## src/rtl/tree_packet_dispatch_rr_if.sv

```systemverilog
// Packet stream bundle: data beat fields plus a valid/ready handshake.
// The master drives the beat, the slave drives rdy.
interface tree_packet_dispatch_rr_if #(
    parameter int DAT_BITS = 64,
    parameter int CTL_BITS = 8,
    parameter int MOD_BITS = 3
);
    logic [DAT_BITS-1:0] dat;
    logic                val;
    logic                sop;
    logic                eop;
    logic                err;
    logic [MOD_BITS-1:0] mod;
    logic [CTL_BITS-1:0] ctl;
    logic                rdy;

    modport master (
        output dat, val, sop, eop, err, mod, ctl,
        input  rdy
    );

    modport slave (
        input  dat, val, sop, eop, err, mod, ctl,
        output rdy
    );
endinterface

```

## src/rtl/tree_packet_dispatch_rr.sv

```systemverilog
// Credit-gated round-robin packet dispatcher: stamps a channel id into ctl
// and forwards each beat through one back-pressured register stage.
module tree_packet_dispatch_rr #(
    parameter int DAT_BYTS     = 8,
    parameter int DAT_BITS     = DAT_BYTS * 8,
    parameter int CTL_BITS     = 8,
    parameter int NUM_OUT      = 8,
    parameter int LOG2_NUM_OUT = (NUM_OUT == 1) ? 1 : $clog2(NUM_OUT),
    parameter int OVR_WRT_BIT  = CTL_BITS - LOG2_NUM_OUT,
    parameter int MAX_CRED     = 4,
    parameter int CRED_BITS    = $clog2(MAX_CRED + 1),
    parameter int MOD_BITS     = (DAT_BYTS == 1) ? 1 : $clog2(DAT_BYTS)
) (
    input  logic                          i_clk,
    input  logic                          i_rst_n,
    tree_packet_dispatch_rr_if.slave      i_axi,
    tree_packet_dispatch_rr_if.master     o_axi,
    input  logic [NUM_OUT-1:0]            i_cred_ret,
    output logic [NUM_OUT*CRED_BITS-1:0]  o_cred,
    output logic                          o_cred_err
);
    typedef enum logic {IDLE, IN_PKT} state_t;

    localparam logic [CRED_BITS-1:0] CRED_MAX = CRED_BITS'(MAX_CRED);

    state_t                  state;
    logic [LOG2_NUM_OUT-1:0] rr_ptr;
    logic [LOG2_NUM_OUT-1:0] cur_ch;
    logic [LOG2_NUM_OUT-1:0] pick;
    logic [LOG2_NUM_OUT-1:0] idx;
    logic [LOG2_NUM_OUT-1:0] nxt_ptr;
    logic [LOG2_NUM_OUT-1:0] ch;
    logic [CRED_BITS-1:0]    cred [NUM_OUT];
    logic [NUM_OUT-1:0]      cons;
    logic                    found;
    logic                    gate;
    logic                    accept;
    logic                    take;
    logic [CTL_BITS-1:0]     ctl_stamp;
    int                      j;

    // Walk down from the farthest offset so the nearest eligible channel wins.
    always_comb begin
        pick  = '0;
        found = 1'b0;
        idx   = '0;
        j     = 0;
        for (int k = NUM_OUT - 1; k >= 0; k--) begin
            j = int'(rr_ptr) + k;
            if (j >= NUM_OUT) j = j - NUM_OUT;
            idx = LOG2_NUM_OUT'(j);
            if (cred[idx] != '0) begin
                pick  = idx;
                found = 1'b1;
            end
        end
    end

    assign nxt_ptr = (int'(pick) == NUM_OUT - 1) ? '0 : pick + 1'b1;
    assign gate    = (state == IN_PKT) | found;
    assign i_axi.rdy = (~o_axi.val | o_axi.rdy) & gate;
    assign accept  = i_axi.val & i_axi.rdy;
    assign take    = accept & (state == IDLE) & i_axi.sop;
    assign ch      = take ? pick : cur_ch;
    assign cons    = take ? (NUM_OUT'(1) << pick) : '0;

    always_comb begin
        ctl_stamp = i_axi.ctl;
        ctl_stamp[OVR_WRT_BIT +: LOG2_NUM_OUT] = ch;
    end

    always_comb begin
        o_cred = '0;
        for (int c = 0; c < NUM_OUT; c++) begin
            o_cred[c*CRED_BITS +: CRED_BITS] = cred[c];
        end
    end

    always_ff @(posedge i_clk or negedge i_rst_n) begin
        if (!i_rst_n) begin
            state  <= IDLE;
            rr_ptr <= '0;
            cur_ch <= '0;
        end else if (take) begin
            cur_ch <= pick;
            rr_ptr <= nxt_ptr;
            state  <= i_axi.eop ? IDLE : IN_PKT;
        end else if (accept && state == IN_PKT && i_axi.eop) begin
            state <= IDLE;
        end
    end

    // A same-cycle return and consume on one channel cancel out.
    always_ff @(posedge i_clk or negedge i_rst_n) begin
        if (!i_rst_n) begin
            for (int c = 0; c < NUM_OUT; c++) cred[c] <= CRED_MAX;
            o_cred_err <= 1'b0;
        end else begin
            for (int c = 0; c < NUM_OUT; c++) begin
                if (i_cred_ret[c] && !cons[c]) begin
                    if (cred[c] == CRED_MAX) o_cred_err <= 1'b1;
                    else cred[c] <= cred[c] + 1'b1;
                end else if (cons[c] && !i_cred_ret[c]) begin
                    cred[c] <= cred[c] - 1'b1;
                end
            end
        end
    end

    always_ff @(posedge i_clk or negedge i_rst_n) begin
        if (!i_rst_n) begin
            o_axi.val <= 1'b0;
            o_axi.dat <= '0;
            o_axi.sop <= 1'b0;
            o_axi.eop <= 1'b0;
            o_axi.err <= 1'b0;
            o_axi.mod <= '0;
            o_axi.ctl <= '0;
        end else if (!o_axi.val || o_axi.rdy) begin
            o_axi.val <= accept;
            if (accept) begin
                o_axi.dat <= i_axi.dat;
                o_axi.sop <= i_axi.sop;
                o_axi.eop <= i_axi.eop;
                o_axi.err <= i_axi.err;
                o_axi.mod <= i_axi.mod;
                o_axi.ctl <= ctl_stamp;
            end
        end
    end
endmodule

```

## src/flat_wrapper.sv

```systemverilog
// flat-port wrapper written by rule: the top's interface ports become plain ports
module tree_packet_dispatch_rr_flat 
#(
    parameter int DAT_BYTS     = 8,
    parameter int DAT_BITS     = DAT_BYTS * 8,
    parameter int CTL_BITS     = 8,
    parameter int NUM_OUT      = 8,
    parameter int LOG2_NUM_OUT = (NUM_OUT == 1) ? 1 : $clog2(NUM_OUT),
    parameter int OVR_WRT_BIT  = CTL_BITS - LOG2_NUM_OUT,
    parameter int MAX_CRED     = 4,
    parameter int CRED_BITS    = $clog2(MAX_CRED + 1),
    parameter int MOD_BITS     = (DAT_BYTS == 1) ? 1 : $clog2(DAT_BYTS)
)
  (i_clk, i_rst_n, i_cred_ret, o_cred, o_cred_err, i_axi_dat, i_axi_val, i_axi_sop, i_axi_eop, i_axi_err, i_axi_mod, i_axi_ctl, i_axi_rdy, o_axi_dat, o_axi_val, o_axi_sop, o_axi_eop, o_axi_err, o_axi_mod, o_axi_ctl, o_axi_rdy);
  tree_packet_dispatch_rr_if #(.DAT_BITS(DAT_BITS), .CTL_BITS(CTL_BITS), .MOD_BITS(MOD_BITS)) i_axi_i ();
  tree_packet_dispatch_rr_if #(.DAT_BITS(DAT_BITS), .CTL_BITS(CTL_BITS), .MOD_BITS(MOD_BITS)) o_axi_i ();
  input  logic i_clk;
  input  logic i_rst_n;
  input  logic [NUM_OUT-1:0] i_cred_ret;
  output logic [NUM_OUT*CRED_BITS-1:0] o_cred;
  output logic o_cred_err;
  input wire logic [$bits(i_axi_i.dat)-1:0] i_axi_dat;
  input wire logic [$bits(i_axi_i.val)-1:0] i_axi_val;
  input wire logic [$bits(i_axi_i.sop)-1:0] i_axi_sop;
  input wire logic [$bits(i_axi_i.eop)-1:0] i_axi_eop;
  input wire logic [$bits(i_axi_i.err)-1:0] i_axi_err;
  input wire logic [$bits(i_axi_i.mod)-1:0] i_axi_mod;
  input wire logic [$bits(i_axi_i.ctl)-1:0] i_axi_ctl;
  output wire logic [$bits(i_axi_i.rdy)-1:0] i_axi_rdy;
  output wire logic [$bits(o_axi_i.dat)-1:0] o_axi_dat;
  output wire logic [$bits(o_axi_i.val)-1:0] o_axi_val;
  output wire logic [$bits(o_axi_i.sop)-1:0] o_axi_sop;
  output wire logic [$bits(o_axi_i.eop)-1:0] o_axi_eop;
  output wire logic [$bits(o_axi_i.err)-1:0] o_axi_err;
  output wire logic [$bits(o_axi_i.mod)-1:0] o_axi_mod;
  output wire logic [$bits(o_axi_i.ctl)-1:0] o_axi_ctl;
  input wire logic [$bits(o_axi_i.rdy)-1:0] o_axi_rdy;
  assign i_axi_i.dat = i_axi_dat;
  assign i_axi_i.val = i_axi_val;
  assign i_axi_i.sop = i_axi_sop;
  assign i_axi_i.eop = i_axi_eop;
  assign i_axi_i.err = i_axi_err;
  assign i_axi_i.mod = i_axi_mod;
  assign i_axi_i.ctl = i_axi_ctl;
  assign i_axi_rdy = i_axi_i.rdy;
  assign o_axi_dat = o_axi_i.dat;
  assign o_axi_val = o_axi_i.val;
  assign o_axi_sop = o_axi_i.sop;
  assign o_axi_eop = o_axi_i.eop;
  assign o_axi_err = o_axi_i.err;
  assign o_axi_mod = o_axi_i.mod;
  assign o_axi_ctl = o_axi_i.ctl;
  assign o_axi_i.rdy = o_axi_rdy;
  tree_packet_dispatch_rr #(.DAT_BYTS(DAT_BYTS), .DAT_BITS(DAT_BITS), .CTL_BITS(CTL_BITS), .NUM_OUT(NUM_OUT), .LOG2_NUM_OUT(LOG2_NUM_OUT), .OVR_WRT_BIT(OVR_WRT_BIT), .MAX_CRED(MAX_CRED), .CRED_BITS(CRED_BITS), .MOD_BITS(MOD_BITS)) u_core (.i_clk(i_clk), .i_rst_n(i_rst_n), .i_axi(i_axi_i), .o_axi(o_axi_i), .i_cred_ret(i_cred_ret), .o_cred(o_cred), .o_cred_err(o_cred_err));
endmodule
```

## config.mk

```make
export PLATFORM = sky130hd
export DESIGN_NAME = tree_packet_dispatch_rr_flat
export DESIGN_NICKNAME = d
export VERILOG_FILES = /design/src/rtl/tree_packet_dispatch_rr_if.sv /design/src/rtl/tree_packet_dispatch_rr.sv /design/src/flat_wrapper.sv
export SDC_FILE = /design/constraint.sdc
export NUM_CORES = 1
export LEC_CHECK = 0
export CAP_MARGIN = 5
export CORE_MARGIN = 5
export CORE_UTILIZATION = 40
export CTS_CLUSTER_SIZE = 20
export DETAILED_ROUTE_END_ITERATION = 16
export PLACE_DENSITY = 0.79
export SLEW_MARGIN = 40
export SYNTH_ARGS = -nofsm -noshare
export SYNTH_HDL_FRONTEND = slang
export SYNTH_SLANG_ARGS = --single-unit
```

## constraint.sdc

```tcl
create_clock -name i_clk -period 11.31 [get_ports i_clk]
set_clock_uncertainty 0.2 [all_clocks]
set_input_delay 2.8275 -clock i_clk [delete_from_list [all_inputs] [get_ports i_clk]]
set_output_delay 2.8275 -clock i_clk [all_outputs]
set_load 0.005 [all_outputs]
```

After elaboration in Yosys (flattened, before gate mapping)
Index checks and enable logic that the tools add are counted.

Register bits after elaboration: 111. Input bits: 90.

Add/subtract/negate cells: 32. Order comparisons: 16. Eq/ne operators: 17. Shifts and indexed selects: 1. Muxes and demuxes: 94. Bitwise gates (word level): 16. Reductions and logical operators: 62.

Operator list (number): 3-bit two-way mux (58); 3-bit binary-select mux with 3-bit select (8); 4-bit greater-or-equal comparator (second input constant) (15); 3-bit by 1-bit subtractor with 3-bit output (second input constant) (16); 3-bit inverter with 4-bit output (8); 3-bit by 1-bit adder with 3-bit output (second input constant) (9); 1-bit two-way mux (27); 3-bit == test (second input constant) (8); 3-bit nonzero test (8); 1-bit logical AND (18); 2-bit AND reduction (9); 2-bit nonzero test (9); 1-bit zero test (17); 3-bit by 3-bit adder with 4-bit output (second input constant) (4); 2-bit != test (second input constant) (8); 3-bit by 2-bit adder with 4-bit output (second input constant) (2); 8-bit two-way mux (1); 1-bit by 3-bit << shifter with 8-bit output (first input constant) (1); 3-bit by 1-bit adder with 4-bit output (second input constant) (1); 1-bit bitwise AND (4); 3-bit by 4-bit greater-or-equal comparator with 1-bit output (second input constant) (1); 3-bit by 1-bit == test with 1-bit output (second input constant) (1); 1-bit inverter (2); 1-bit OR (2); 1-bit logical OR (1).

Logic depth before layout (Yosys ltp)
Depth after elaboration: 39. Depth in mapped cells: 22. Depth with buffers taken out: 20.

Least setup slack after synthesis
No wires, ideal clock.

Kind: input -> output. Start: in o_axi_rdy. End: out i_axi_rdy. Arrival: 3037 ps. Data required time: 8283 ps. Setup slack: 5245 ps. Stages on the path: 2. Path buffers: 0. Path through: nor2b_1 > a21oi_1.

Cells in the longest elaborated chain, start to end: 2.

RTL lines: start: declaration (RTL line flat_wrapper.sv:37) `input wire logic [$bits(o_axi_i.rdy)-1:0] o_axi_rdy;`; 1-bit OR (RTL line tree_packet_dispatch_rr.sv:61) `assign i_axi.rdy = (~o_axi.val | o_axi.rdy) & gate;`; 1-bit bitwise AND (RTL line tree_packet_dispatch_rr.sv:61); end: declaration (RTL line flat_wrapper.sv:29) `output wire logic [$bits(i_axi_i.rdy)-1:0] i_axi_rdy;`.

Every way passes these cells.

Worst setup path after layout
Start: reg u_core.rr_ptr[1]. End: out i_axi_rdy.

Cells in the longest elaborated chain, start to end: 18. Elaborated cells on any way between the ends: 81. Classes of those cells: 15 x add/sub; 8 x order compare; 40 x mux; 10 x bitwise; 8 x reduce/logical.

RTL lines: start: declaration (RTL line tree_packet_dispatch_rr.sv:27) `logic [LOG2_NUM_OUT-1:0] rr_ptr;`; start signal: assignment (RTL line tree_packet_dispatch_rr.sv:86) `rr_ptr <= nxt_ptr;`; 3-bit by 3-bit adder with 4-bit output (RTL line tree_packet_dispatch_rr.sv:49) `j = int'(rr_ptr) + k;`; 4-bit greater-or-equal comparator or 3-bit by 1-bit subtractor with 3-bit output (tied branches) (RTL line tree_packet_dispatch_rr.sv:50) `if (j >= NUM_OUT) j = j - NUM_OUT;`; 3-bit two-way mux (RTL line tree_packet_dispatch_rr.sv:50); 3-bit inverter with 4-bit output (implied by the code) (RTL line tree_packet_dispatch_rr.sv:52) `if (cred[idx] != '0) begin`; 3-bit binary-select mux with 3-bit select (RTL line tree_packet_dispatch_rr.sv:52); 3-bit two-way mux (implied by the code) (2 in series) (RTL line tree_packet_dispatch_rr.sv:52); 3-bit nonzero test (RTL line tree_packet_dispatch_rr.sv:52); 1-bit two-way mux (7 in series) (RTL line tree_packet_dispatch_rr.sv:52); 1-bit two-way mux (*) (RTL line tree_packet_dispatch_rr.sv:52); 1-bit OR (*) (RTL line tree_packet_dispatch_rr.sv:60) `assign gate = (state == IN_PKT) | found;`; 1-bit bitwise AND (*) (RTL line tree_packet_dispatch_rr.sv:61).

Mark *: on every way between the ends. The rest lies on a longest branch, timed or not. The select of a mux whose other input is x is not followed.

==> results_dict.tcl <==
set metrics [dict create \
    hold_viol_final 0 \
    core-area_mm2 0.0159 \
    ys_warn_count 0 \
    ff_latch_area_mm2 0.00279 \
    finalCritPeriodShare 0.634 \
    r2r_end "u_core.o_cred[11]" \
    areaGrowthSynthToFinish_pct 36.5 \
    path_delay_family "buffers and inverters" \
    slew_headroom 0.474 \
    vdd_drop_max_uv 116 \
    fmax_mhz 140 \
    min_path_cells 2 \
    drt_iter0_markers 346 \
    synthFlopType "dfrtp_1" \
    dpl.hpwl_um 13000 \
    clock-sinks 111 \
    reg2reg_from "u_core.rr_ptr[1]" \
    grt.total_usage 0.184 \
    nets 862 \
    synthAdderAreaFrac 0.0403 \
    slowest_delay_ps 650 \
    remaining_drc_errors 0 \
    final_layout_size_suffix_gt1_frac 0.184 \
    root_buffer "clkbuf_16" \
    holdBufCountCts 0 \
    vias_per_cell 5.51 \
    multi_input_area_mm2 0.00341 \
    rsz0062_at_grt "false" \
    grt_pass1_wl_um 27500 \
    ys_types 70 \
    max_slew.worst_pin.slew_ps 788 \
    setup_viol 0 \
    dpl_cell_area_mm2 0.00852 \
    synth_top_family_by_area "multiplexers" \
    cp.arrival_ps 4140 \
    crit_buf_inv 2 \
    grt_overflow 0 \
    dieArea_mm2 0.0188 \
    dr.pass1.iters 5 \
    vias 5379 \
    slew_violations 0 \
    final_area_mm2 0.00881 \
    powerDensity_mw_per_mm2 231 \
    synth_compound_area_frac 0.133 \
    grt_max_degree 62 \
    drt_wl_total_um 17500 \
    leakage_uw 0.00353 \
    synthCells 583 \
    synth_edf_count 0 \
    cp.required_ps 8280 \
    min_path_type "flip-flop to flip-flop" \
    criticalPathCategory "flip-flop to output port" \
    antennaDiodeCount 0 \
    slowest_stage "dfrtp_1" \
    crit_fanout 14 \
    die_width_um 137 \
    clockBufferDepth 2 \
    path_cells "clkinv_1 > ha_1 > mux4_2 > a2111o_1 > nor4_4 > a21oi_1 > clkdlybuf4s50_1" \
    numCtsBuffers 9 \
    avgSynthCellArea_um2 11.1 \
    port_buffers 191 \
    start_util 0.407 \
    clock_latency_ps 350 \
    syn_nets 689 \
    rrSetupSlack_ps 5400 \
    synthArstFlopShare 1.00 \
    htree_levels 3 \
    cts_tree "built" \
    startpoint_type "flip-flop" \
    finalNonFillerCells 977 \
    hold-path-endpoint "u_core.cur_ch[1]" \
    synthSimpleGateAreaFrac 0.133 \
    min_from "u_core.cur_ch[1]" \
    die_y_um 137 \
    place.gp.congestion 0.912 \
    clk_pin_slew_ps 70 \
    seq_area_frac_synth 0.432 \
    synthMuxAreaShare 0.210 \
    setup-tns-final_ps 0 \
    fin_crit_ps 7170 \
    drv_cap 0 \
    ctsResizeCount 0 \
    status "finished clean" \
    end_kind "output port" \
    cts_setup_buffers 0 \
    place_inst 961 \
    wl_per_cell_um 17.9 \
    num_io_pins 195 \
    reg2reg_depth 15 \
    ys_seq_elements 111 \
    synth_xor_area_frac 0.00949 \
    grt_pass1_vias 5426 \
    synth_area_mm2 0.00646 \
    fill_cells 1388 \
    grt_antenna_before_repair 0 \
    ant_nets 0 \
    placementRows 46 \
]
-- worst reg2reg max path, cell delays in order, from the launching register on --
cell and delay (ps):
dfrtp_1 650, clkinv_1 460, ha_1 370, xor2_1 480
mux4_2 410, mux2i_1 430, a21oi_1 150, o32ai_1 690
inv_1 180, ha_1 260, ha_1 220, a21oi_1 300
inv_1 160, fa_1 430, mux2_2 280, o21ai_0 160
-- cell usage after synthesis (6+ instances only) --
master | instances | share of area
mux2i_1 | 15 | 0.023
nor2_1 | 24 | 0.014
ha_1 | 8 | 0.016
nor3_1 | 12 | 0.0093
inv_1 | 28 | 0.016
fa_1 | 8 | 0.025
dfstp_2 | 8 | 0.033
nor4_1 | 9 | 0.0087
nand2b_1 | 8 | 0.0078
nand3_1 | 14 | 0.011
or3_1 | 11 | 0.011
xnor2_1 | 6 | 0.0081
nand2_1 | 39 | 0.023
mux2_2 | 83 | 0.14
dfrtp_1 | 103 | 0.40
clkbuf_1 | 22 | 0.013
mux4_2 | 12 | 0.042
o22ai_1 | 14 | 0.014
a21oi_1 | 21 | 0.016
o21ai_0 | 23 | 0.018
nor2b_1 | 7 | 0.0068
-- layer usage --
layer  GRT usage  part of all wire  vias up
met5           0                 0        -
li1            -                 -     2512
met1       0.225              0.39     2599
met2       0.298              0.48      234
met4      0.0615             0.023        0
met3      0.0699              0.11       34
-- through the flow --
step | hold WS [ps] | setup WS, ps | util | power, µW
finish | 285 | 4140 | 0.555 | 2030
CTS | 291 | 4180 | 0.555 | 2040
global placement | 264 | 4240 | 0.536 | 1680
floorplan | 245 | 5250 | - | 1320
global route | 320 | 3970 | 0.555 | 2190
detailed placement | 271 | 4220 | 0.536 | 1710
-- cell usage in the layout, fill, tap and decap left out, types with 3 or more instances in the layout --
master and count:
clkdlybuf4s50_1 190, dfrtp_1 103, mux2_2 83, nand2_1 39
inv_1 28, nor2_1 24, o21ai_0 23, a21oi_1 20
mux2i_1 15, o22ai_1 14, nand3_1 14, nor3_1 12
mux4_2 12, or3_1 11, nor4_1 9, clkbuf_16 9
nand2b_1 8, fa_1 8, ha_1 8, dfstp_2 8
nor2b_1 7, xnor2_1 6, nand4_1 5, o211ai_1 5
a211o_1 4, or2_2 4, a2111oi_0 4, o211a_1 4
a21o_1 4, a31oi_1 4, o221ai_1 4, buf_4 4
nor4b_1 3, or4_1 3, o21a_1 3, and3_1 3
a2bb2oi_1 3, inv_6 3
-- power by group --
part | internal, µW | switching (µW) | total [µW]
Sequential | 509 | 170 | 678
Clock | 158 | 168 | 326
Combinational | 535 | 496 | 1030
-- worst max-delay path by stage --
stage	start	to	slack, ps	cells after the start
2_1_floorplan	o_axi_rdy	i_axi_rdy	5250	2
3_3_place_gp	o_axi_rdy	i_axi_rdy	4240	4
3_5_place_dp	o_axi_rdy	i_axi_rdy	4220	4
4_1_cts	u_core.rr_ptr[1]	i_axi_rdy	4180	7
5_1_grt	u_core.rr_ptr[1]	i_axi_rdy	3970	7
6_report	u_core.rr_ptr[1]	i_axi_rdy	4140	7
-- state kept, by name, summed over array words and instances (netlist names), 3 cells and up --
name and count:
u_core.o_axi.mod 3, u_core.o_axi.dat 64, u_core.o_axi.ctl 8, u_core.cur_ch 3
u_core.o_cred 24, u_core.rr_ptr 3
-- final cells by class --
cell class                 instances  share of cell area
clock buffer                       9              0.0256
clock inverter                     7             0.00795
inverter                          30              0.0128
multi-input combinational        409               0.386
sequential                       111               0.316
tap                              216              0.0307
timing repair buffer             195               0.220
-- kinds of logic after synthesis --
kind of cell,count (synthesis)
flip-flops,111
AND/OR/NAND/NOR,156
adder cells (fa/ha/maj),16
XOR/XNOR,7
buffers and inverters,63
AO/OA/AOI/OAI,120
multiplexers,110
(Power assumes the default switching activity.)
